## src/rtl/digit_serial_adder.sv

```systemverilog
// Digit-serial adder/subtractor: adds WIDTH-bit operands DIGIT bits per clock through a
// registered carry, with a start/busy/done handshake and results held between operations.

module digit_serial_adder_digit #(
    parameter int DIGIT = 4
) (
    input  logic [DIGIT-1:0] i_a,
    input  logic [DIGIT-1:0] i_b,
    input  logic             i_c,
    output logic [DIGIT-1:0] o_d,
    output logic             o_c
);
    assign {o_c, o_d} = {1'b0, i_a} + {1'b0, i_b} + {{DIGIT{1'b0}}, i_c};
endmodule

module digit_serial_adder #(
    parameter int WIDTH = 16,
    parameter int DIGIT = 4
) (
    input  logic             i_clk,
    input  logic             i_rst,
    input  logic             i_start,
    input  logic [WIDTH-1:0] i_a,
    input  logic [WIDTH-1:0] i_b,
    input  logic             i_cin,
    input  logic             i_sub,
    output logic             o_busy,
    output logic             o_done,
    output logic [WIDTH-1:0] o_sum,
    output logic             o_carry,
    output logic             o_overflow
);
    localparam int NDIG = WIDTH / DIGIT;
    localparam int CW   = (NDIG > 1) ? $clog2(NDIG) : 1;
    localparam logic [CW-1:0] LAST = CW'(NDIG - 1);

    generate
        if (DIGIT < 1 || DIGIT > WIDTH || (WIDTH % DIGIT) != 0) begin : g_bad_param
            $error("digit_serial_adder: DIGIT must be 1..WIDTH and divide WIDTH");
        end
    endgenerate

    typedef enum logic {IDLE, RUN} state_t;

    state_t           r_state, w_next;
    logic             w_accept, w_last;
    logic [WIDTH-1:0] r_a, r_b;
    logic             r_c;
    logic [CW-1:0]    r_cnt;
    logic             r_amsb, r_bmsb;
    logic [DIGIT-1:0] w_d;
    logic             w_cout;
    logic [WIDTH-1:0] w_res_next;
    logic             r_done, r_carry, r_ovf;
    logic [WIDTH-1:0] r_sum;

    always_ff @(posedge i_clk or posedge i_rst) begin
        if (i_rst) r_state <= IDLE;
        else       r_state <= w_next;
    end

    always_comb begin
        w_next   = r_state;
        w_accept = 1'b0;
        w_last   = 1'b0;
        unique case (r_state)
            IDLE: if (i_start) begin
                w_accept = 1'b1;
                w_next   = RUN;
            end
            RUN: if (r_cnt == LAST) begin
                w_last = 1'b1;
                w_next = IDLE;
            end
            default: w_next = IDLE;
        endcase
    end

    digit_serial_adder_digit #(.DIGIT(DIGIT)) u_digit (
        .i_a (r_a[DIGIT-1:0]),
        .i_b (r_b[DIGIT-1:0]),
        .i_c (r_c),
        .o_d (w_d),
        .o_c (w_cout)
    );

    // Subtraction is folded in at capture: B is inverted and the borrow-in becomes carry-in.
    always_ff @(posedge i_clk or posedge i_rst) begin
        if (i_rst) begin
            r_a    <= '0;
            r_b    <= '0;
            r_c    <= 1'b0;
            r_cnt  <= '0;
            r_amsb <= 1'b0;
            r_bmsb <= 1'b0;
        end else if (w_accept) begin
            r_a    <= i_a;
            r_b    <= i_sub ? ~i_b : i_b;
            r_c    <= i_sub ? ~i_cin : i_cin;
            r_cnt  <= '0;
            r_amsb <= i_a[WIDTH-1];
            r_bmsb <= i_sub ? ~i_b[WIDTH-1] : i_b[WIDTH-1];
        end else if (r_state == RUN) begin
            r_a   <= r_a >> DIGIT;
            r_b   <= r_b >> DIGIT;
            r_c   <= w_cout;
            r_cnt <= r_cnt + CW'(1);
        end
    end

    // Earlier digits enter at the top and slide down, so the final digit lands in the MSBs.
    generate
        if (NDIG > 1) begin : g_acc
            logic [WIDTH-DIGIT-1:0] r_part;
            always_ff @(posedge i_clk or posedge i_rst) begin
                if (i_rst)                r_part <= '0;
                else if (r_state == RUN)  r_part <= w_res_next[WIDTH-1:DIGIT];
            end
            assign w_res_next = {w_d, r_part};
        end else begin : g_single
            assign w_res_next = w_d;
        end
    endgenerate

    always_ff @(posedge i_clk or posedge i_rst) begin
        if (i_rst) begin
            r_done  <= 1'b0;
            r_sum   <= '0;
            r_carry <= 1'b0;
            r_ovf   <= 1'b0;
        end else begin
            r_done <= w_last;
            if (w_last) begin
                r_sum   <= w_res_next;
                r_carry <= w_cout;
                r_ovf   <= (r_amsb == r_bmsb) && (w_res_next[WIDTH-1] != r_amsb);
            end
        end
    end

    assign o_busy     = (r_state == RUN);
    assign o_done     = r_done;
    assign o_sum      = r_sum;
    assign o_carry    = r_carry;
    assign o_overflow = r_ovf;
endmodule

```

## config.mk

```make
export PLATFORM = sky130hd
export DESIGN_NAME = digit_serial_adder
export DESIGN_NICKNAME = d
export VERILOG_FILES = /design/src/rtl/digit_serial_adder.sv
export SDC_FILE = /design/constraint.sdc
export NUM_CORES = 1
export LEC_CHECK = 0
export ABC_AREA = 1
export ABC_CLOCK_PERIOD_IN_PS = 6400
export BUFFER_PORTS_ARGS = -buffer_cell sky130_fd_sc_hd__buf_2
export CAP_MARGIN = 20
export CORE_UTILIZATION = 59
export DETAILED_ROUTE_END_ITERATION = 8
export PLACE_DENSITY = 0.83
export SKIP_CTS_REPAIR_TIMING = 1
export SYNTH_ARGS = -nofsm -noshare
export SYNTH_HDL_FRONTEND = slang
export SYNTH_SLANG_ARGS = --single-unit
```

## constraint.sdc

```tcl
create_clock -name i_clk -period 6.4 [get_ports i_clk]
set_input_delay 0.96 -clock i_clk [delete_from_list [all_inputs] [get_ports i_clk]]
set_output_delay 0.96 -clock i_clk [all_outputs]
set_load 0.01 [all_outputs]
```

==> results of run 1 <==
worst paths after layout:
path                                start                to  slack (ns)  depth (start not counted)
worst min-delay path            o_sum[10]         o_sum[10]        0.48                          2
worst max-delay path               o_busy            o_busy        4.40                          1
min in group asynchronous           i_rst            r_a[5]        0.85                          3
worst max register to register     r_a[0]               r_c        4.50                          6
max in group asynchronous           i_rst  g_acc.r_part[11]        5.01                          3
worst min register to register  o_sum[10]         o_sum[10]        0.48                          2
layer usage:
| metal | global-route usage (%) | up-vias |
|---|---|---|
| li1 | - | 1118 |
| met1 | 29.3 | 1067 |
| met2 | 37.2 | 75 |
| met3 | 6.49 | 20 |
| met4 | 15.9 | 0 |
| met5 | 0 | - |
registers in the layout (all words and copies together) (netlist names):
signal	count
r_bmsb	1
o_overflow	1
r_cnt	2
o_sum	16
o_busy	1
o_done	1
r_amsb	1
r_a	16
r_b	16
o_carry	1
r_c	1
g_acc.r_part	12
report_power, final:
group	leakage (nW)	switching, mW	internal, mW
registers	0.900	0.0971	0.600
clock network	0.0877	0.149	0.162
logic	0.754	0.302	0.197
total	1.74	0.548	0.959
cell type report:
class / instances / area [µm²]
Sequential cell: 69 / 1730
Fill cell: 368 / 1320
Multi-Input combinational cell: 196 / 1080
Timing Repair Buffer: 59 / 310
Clock buffer: 15 / 166
Inverter: 24 / 92.6
Tap cell: 67 / 83.8
Clock inverter: 1 / 5.00
cells in the final DEF, fill, tap and decap left out, drive strengths merged, types with 2 or more instances in the layout:
cell type / count
a22oi: 15
nand2: 89
clkbuf: 15
ha: 4
a21oi: 3
o221ai: 3
nor2: 2
o211ai: 5
inv: 24
buf: 59
nand3: 9
o21ai: 40
or2: 4
fa: 2
xnor2: 14
a32o: 3
dfrtp: 69
cells by family (layout without fill, tap and decap cells):
kind of cell,count (synthesis),in the layout,synth area share (%)
buffers and inverters,40,99,6.11
flip-flops,69,69,57.7
adder cells (fa/ha/maj),6,6,3.01
AO/OA/AOI/OAI,72,72,14.9
XOR/XNOR,14,14,4.10
AND/OR/NAND/NOR,104,104,14.2
==> flow_metrics.tcl, run 1 <==
set metrics [dict create \
    outcome "complete, no violations" \
    layout-drive-gt1-share_pct 22.0 \
    worst_pin_slew_ns 0.826 \
    cap_violations 0 \
    finClkSkew_ns 0.00404 \
    utilization_pct 72.4 \
    grt_pass1_vias 2138 \
    wl_met2_um 2680 \
    cp_num_buf_inv 1 \
    htreeDepth 3 \
    syn_area_per_cell_um2 9.80 \
    num_vias 2280 \
    synthTopCellsByArea "dfrtp_1 (58%), nand2_1 (11%), o21ai_0 (5.4%)" \
    hold_class "reg -> reg" \
    rsz0062_at_grt "false" \
    power_leakage_nw 1.74 \
    syn_inst 305 \
    insertedDiodeCount 0 \
    grt_pass1_wl_um 9420 \
    yosys_most_used_dff "dfrtp_1" \
    top_layer "met4" \
    die-area_mm2 0.00536 \
    ys_seq_area_share_pct 57.7 \
    cts_sinks 69 \
    avgRoutedWirePerCell_um 13.2 \
    synthTopCellsByCount "nand2_1 (87), dfrtp_1 (69), o21ai_0 (32)" \
    cp_slowest_stage_delay_ns 0.51 \
    yosys_warnings 0 \
    ys_ff_latch 69 \
    ir_worst_vdd_mv 0.235 \
    route.detailed.drc 0 \
    grt_max_degree 70 \
    maxSlewViolCount 0 \
    cts_buffers 9 \
    setup_violations 0 \
    holdWs_ns 0.477 \
    min_period_over_period_pct 31.2 \
    cp-start-kind "flop" \
    place_area_mm2 0.00328 \
    yosysMostFrequentCell "nand2_1" \
    start_util_pct 62.5 \
    async_reset_ff_share_pct 100 \
    period_needed_ns 2.00 \
    crit_type "reg -> out" \
    netlist_area_mm2 0.00299 \
    hold_violations 0 \
    fp.dieW_um 73.2 \
    cts_root_buf "clkbuf_8" \
    fp.dieH_um 73.2 \
    cts_tree "done" \
    vias_per_cell 5.29 \
    place_inst 414 \
    fmax_mhz 501 \
    clk-insertion-delay-late_ns 0.34 \
    setup_ws_ns 4.40 \
    hpwl_um 3820 \
    core_mm2 0.00479 \
    cp_max_fo 11 \
    crit_chain "buf_2" \
    final_nets 402 \
    track_usage_pct 23.9 \
    grt_antenna_before_repair 0 \
    portBuffers 56 \
    wl_met1_um 2520 \
    pre_cts_ws_ns 3.77 \
    wl_met3_um 320 \
    p_total_mw 1.51 \
    area_growth_pct 15.9 \
    wl_um 5710 \
    design_area_mm2 0.00347 \
    cellPowerDensity_mw_per_mm2 435 \
    dr.pass1.iters 4 \
    place.gp.congestion 0.768 \
    fin_setup_tns_ns 0 \
    worst_path_max_delay_cell "dfrtp_1" \
    synth_nets 348 \
    synth_cell_types 29 \
    critical_path.top_delay_family "flip-flops" \
    yosysTopAreaCellShare_pct 57.7 \
    cp_data_required_time_ns 5.44 \
    cts_buffer_depth 2 \
    ant_nets 0 \
    slew_headroom_pct 44.9 \
    yosysTopAreaCell "dfrtp_1" \
    overflow 0 \
    synth-edff-count 0 \
    end_kind "output pin" \
    ios 57 \
    final_cells 431 \
    arrival_ns 1.04 \
    clk_pin_slew_ns 0.06 \
    drt_iter0_markers 86 \
    num_rows 25 \
]
Power figures use the tool's default switching activity.
==> inputs of run 2 (changes only) <==
--- a/config.mk
+++ b/config.mk
@@ -6,12 +6,12 @@
 export NUM_CORES = 1
 export LEC_CHECK = 0
 export ABC_AREA = 1
-export ABC_CLOCK_PERIOD_IN_PS = 6400
+export ABC_CLOCK_PERIOD_IN_PS = 1900
 export BUFFER_PORTS_ARGS = -buffer_cell sky130_fd_sc_hd__buf_2
 export CAP_MARGIN = 20
-export CORE_UTILIZATION = 59
+export CORE_UTILIZATION = 55
 export DETAILED_ROUTE_END_ITERATION = 8
-export PLACE_DENSITY = 0.83
+export PLACE_DENSITY = 0.78
 export SKIP_CTS_REPAIR_TIMING = 1
 export SYNTH_ARGS = -nofsm -noshare
 export SYNTH_HDL_FRONTEND = slang
==> constraint.sdc (replaced) <==
create_clock -name i_clk -period 1.9 [get_ports i_clk]
set_input_delay 0.285 -clock i_clk [delete_from_list [all_inputs] [get_ports i_clk]]
set_output_delay 0.285 -clock i_clk [all_outputs]
set_load 0.01 [all_outputs]
==> flow_metrics.tcl, run 2 (synthesis results as in run 1) <==
set metrics [dict create \
    rsz0062_at_grt "false" \
    hpwl_um 3890 \
    worst_path_max_delay_cell "fa_1" \
    met3_usage_pct 3.84 \
    cp-start-kind "flop" \
    power_leakage_nw 1.75 \
    maxSlewViolCount 0 \
    cp_max_fo 2 \
    p_total_mw 5.16 \
    r2r_setup_slack_ns 0.15 \
    avgRoutedWirePerCell_um 12.8 \
    cts_buffers 9 \
    worst_pin_slew_ns 0.455 \
    grt_max_degree 70 \
    setup_ws_ns 0.150 \
    htreeDepth 3 \
    core_mm2 0.00517 \
    num_rows 26 \
    layout-drive-gt1-share_pct 23.2 \
    fp.dieH_um 75.7 \
    cts_buffer_depth 2 \
    cts_root_buf "clkbuf_8" \
    crit_type "reg -> reg" \
    insertedDiodeCount 0 \
    start_util_pct 57.8 \
    grt_use_met2_pct 35.8 \
    slew_headroom_pct 69.6 \
    seqCellArea_mm2 0.00173 \
    worstReg2RegStart "r_a[0]" \
    ir_worst_vdd_mv 0.754 \
    die-area_mm2 0.00574 \
    fin_setup_tns_ns 0 \
    place_area_mm2 0.00333 \
    track_usage_pct 22.5 \
    cap_violations 0 \
    end_kind "flop" \
    switchingPower_mw 1.85 \
    pre_cts_ws_ns 0.100 \
    cellPowerDensity_mw_per_mm2 1470 \
    final_cell_mix "nand2_1 (87), dfrtp_1 (69), buf_2 (56)" \
    cts_tree "done" \
    comb_power_share_pct 33.1 \
    period_needed_ns 1.75 \
    swShare_pct 35.8 \
    wl_um 5600 \
    fillCellCount 427 \
    clk-insertion-delay-late_ns 0.34 \
    fmax_mhz 571 \
    cp_data_required_time_ns 2.11 \
    overflow 0 \
    ant_nets 0 \
    setup_violations 0 \
    r2r_cells 6 \
    min_period_over_period_pct 92.1 \
    dr.pass1.iters 4 \
    grt_util_met1_pct 31.0 \
    ios 57 \
    drt_iter0_markers 164 \
    num_vias 2258 \
    startpoint "r_a[0]" \
    area_growth_pct 17.5 \
    final_common_cell "nand2_1" \
    hold_class "in -> async" \
    grt_pass1_wl_um 9550 \
    design_area_mm2 0.00351 \
    outcome "complete, no violations" \
    clk_pin_slew_ns 0.07 \
    vias_per_cell 5.18 \
    arrival_ns 1.96 \
    top_usage_layer "met2" \
    place.gp.congestion 0.787 \
    cp_slowest_stage_delay_ns 0.48 \
    fp.dieW_um 75.7 \
    clockPowerShare_pct 21.5 \
    reg2reg_to "r_c" \
    cts_sinks 69 \
    crit_chain "fa_1 > fa_2 > a21oi_1 > o21bai_1 > nand2_1 > o211ai_1" \
    route.detailed.drc 0 \
    internal_power_mw 3.31 \
    finClkSkew_ns 0.00613 \
    p_seq_share_pct 45.4 \
    final_nets 405 \
    grt_antenna_before_repair 0 \
    portBuffers 56 \
    hold_violations 0 \
    multi_input_area_mm2 0.00108 \
    grt_pass1_vias 2133 \
]
run 2: cell types whose count changed in the layout (fill, tap and decap cells not counted):
cell and delta:
buf_12 +1, buf_4 +3, buf_8 -1, bufinv_16 +1, clkbuf_1 -2, clkbuf_8 -2, clkinvlp_4 +3, fa_1 -1
fa_2 +1, inv_2 -1
run 2: how the worst max path moves through the flow:
stage	endpoint
2_1_floorplan	r_c
3_3_place_gp	r_c
3_5_place_dp	r_c
4_1_cts	r_c
5_1_grt	r_c
6_report	r_c
run 2: critical path: cells and delay by family (launching register included):
kind            cells  cell delay, ns
fa+ha+maj           2            0.86
flops               1            0.41
compound gates      3            0.30
simple gates        1            0.06
run 2: stage by stage:
stage | utilization, % | instances | hold slack (ns)
final | 67.9 | 436 | 0.0343
after global routing | 67.9 | 436 | 0.0784
after CTS | 67.9 | 436 | 0.0526
after detailed placement | 64.4 | 421 | 0.412
after global placement | 64.4 | 421 | 0.406
after floorplan | - | 305 | 0.395
run 2: layout make-up:
cell class | count | area share (%)
Clock inverter | 4 | 1.42
Tap cell | 70 | 2.49
Multi-Input combinational cell | 196 | 30.8
Sequential cell | 69 | 49.1
Inverter | 24 | 2.74
Clock buffer | 11 | 3.74
Timing Repair Buffer | 62 | 9.62
run 2: routing by layer:
layer  vias up  share of wire (%)
met5         -                  0
met4         0                1.0
met3         7                5.4
met2        61                 47
met1      1068                 47
li1       1122                  -
run 2: power by group through the flow:
stage,Combinational [mW],Sequential [mW],Clock (mW)
after floorplan,1.19,2.36,0
after global placement,1.64,2.34,0
after detailed placement,1.71,2.36,0
after CTS,1.72,2.34,1.13
after global routing,1.99,2.41,1.19
final,1.71,2.34,1.11
==> inputs of run 3 (changes only) <==
--- a/config.mk
+++ b/config.mk
@@ -9,8 +9,11 @@
 export ABC_CLOCK_PERIOD_IN_PS = 1900
 export BUFFER_PORTS_ARGS = -buffer_cell sky130_fd_sc_hd__buf_2
 export CAP_MARGIN = 20
-export CORE_UTILIZATION = 55
+export CELL_PAD_IN_SITES_DETAIL_PLACEMENT = 0
+export CELL_PAD_IN_SITES_GLOBAL_PLACEMENT = 1
+export CORE_UTILIZATION = 42
 export DETAILED_ROUTE_END_ITERATION = 8
+export GPL_TIMING_DRIVEN = 0
 export PLACE_DENSITY = 0.78
 export SKIP_CTS_REPAIR_TIMING = 1
 export SYNTH_ARGS = -nofsm -noshare
==> flow_metrics.tcl, run 3 (synthesis results as in run 1) <==
set metrics [dict create \
    drt_iter0_markers 118 \
    power_leakage_nw 1.80 \
    place.gp.congestion 0.722 \
    grt_pass1_vias 2170 \
    dr.pass1.iters 4 \
    internal_power_mw 3.28 \
    portBuffers 56 \
    p_total_mw 5.14 \
    ir_worst_vdd_mv 0.577 \
    hpwl_um 4320 \
    layout-drive-gt1-share_pct 24.3 \
    final_cell_mix "nand2_1 (87), dfrtp_1 (69), buf_2 (62)" \
    min_period_over_period_pct 94.3 \
    num_vias 2298 \
    fin_setup_tns_ns 0 \
    start_util_pct 43.8 \
    slew_headroom_pct 66.3 \
    core_mm2 0.00683 \
    fp.dieW_um 86.4 \
    clk_pin_slew_ns 0.07 \
    comb_power_share_pct 34.7 \
    period_needed_ns 1.79 \
    die-area_mm2 0.00746 \
    hold_class "in -> reg" \
    route.detailed.drc 0 \
    clk-insertion-delay-late_ns 0.33 \
    track_usage_pct 18.3 \
    cp_max_fo 2 \
    worst_path_max_delay_cell "fa_1" \
    ant_nets 0 \
    outcome "complete, no violations" \
    wl_um 5970 \
    hold_violations 0 \
    utilization_pct 52.9 \
    worst_pin_slew_ns 0.505 \
    critical_path.top_delay_family "adder cells" \
    grt_pass1_wl_um 10400 \
    overflow 0 \
    final_common_cell "nand2_1" \
    fmax_mhz 558 \
    end_kind "flop" \
    cts_tree "done" \
    num_rows 30 \
    rsz0062_at_grt "false" \
    cts_sinks 69 \
    maxSlewViolCount 0 \
    ios 57 \
    avgRoutedWirePerCell_um 12.6 \
    holdWs_ns 0.141 \
    setup_violations 0 \
    cap_violations 0 \
    finClkSkew_ns 0.00237 \
    swShare_pct 36.3 \
    crit_type "reg -> reg" \
    cts_buffers 9 \
    fp.dieH_um 86.4 \
    crit_chain "fa_1 > fa_2 > a21oi_1 > o21bai_1 > nand2_1 > o211ai_1" \
    cp_data_required_time_ns 2.11 \
    final_nets 418 \
    cts_buffer_depth 2 \
    cellPowerDensity_mw_per_mm2 1420 \
    p_seq_share_pct 45.2 \
    grt_max_degree 33 \
    cp-start-kind "flop" \
    insertedDiodeCount 0 \
    cp_slowest_stage_delay_ns 0.48 \
    vias_per_cell 4.85 \
    grt_antenna_before_repair 0 \
    arrival_ns 2.00 \
    switchingPower_mw 1.86 \
    cp_num_buf_inv 0 \
    area_growth_pct 20.8 \
    htreeDepth 3 \
    clockPowerShare_pct 20.1 \
    cts_root_buf "clkbuf_8" \
]
==> run 3: cell types whose count changed in the layout (fill, tap and decap cells not counted), moves of 2 or more <==
cell        change
clkbuf_8        +2
clkbuf_1        +4
buf_2           +6
clkinvlp_4      -2
==> run 3: worst register-to-register path: stages (launching register included) <==
cell,delay [ns]
dfrtp_1,0.41
fa_1,0.48
fa_2,0.37
a21oi_1,0.13
o21bai_1,0.11
nand2_1,0.08
o211ai_1,0.09
==> run 3: cell type report <==
cell class | count | area (µm²)
flip-flops and latches | 69 | 1730
repair buffers | 59 | 330
clock buffers | 12 | 155
well taps | 96 | 120
inverters | 24 | 96.3
multi-input cells | 196 | 1080
clock inverters | 2 | 10.0
plain buffers | 16 | 90.1
fillers | 690 | 3220
==> run 3: metal layers <==
| layer | track usage (%) | vias up | share of wire, % |
|---|---|---|---|
| met2 | 27.3 | 61 | 45 |
| met1 | 25.2 | 1071 | 49 |
| met5 | 0 | - | 0 |
| met4 | 10.6 | 0 | 2.7 |
| met3 | 3.43 | 11 | 3.9 |
| li1 | - | 1155 | - |
==> run 3: final timing paths <==
path,from,to,slack [ns],cells after the start
min in group asynchronous,i_rst,r_a[5],0.47,3
setup / recovery,r_a[0],r_c,0.11,6
max in group asynchronous,i_rst,r_b[9],0.78,5
hold / removal,i_a[13],r_a[13],0.14,3
setup reg to reg,r_a[0],r_c,0.11,6
hold reg to reg,g_acc.r_part[8],g_acc.r_part[4],0.48,2
==> run 3: metrics by stage <==
step | instances | cell area, µm² | setup WS (ns)
final | 474 | 3610 | 0.108
after floorplan | 305 | 2990 | 0.212
after detailed placement | 459 | 3430 | 0.0565
after global routing | 474 | 3610 | 0.0139
after CTS | 473 | 3600 | 0.0403
after global placement | 457 | 3390 | 0.0540
==> run 3: power by group through the flow <==
| stage | clock [mW] | sequential, mW | combinational [mW] |
|---|---|---|---|
| after global placement | 0 | 2.33 | 1.75 |
| after floorplan | 0 | 2.36 | 1.19 |
| final | 1.03 | 2.32 | 1.78 |
| after global routing | 1.14 | 2.39 | 2.05 |
| after CTS | 1.07 | 2.32 | 1.81 |
| after detailed placement | 0 | 2.35 | 1.80 |
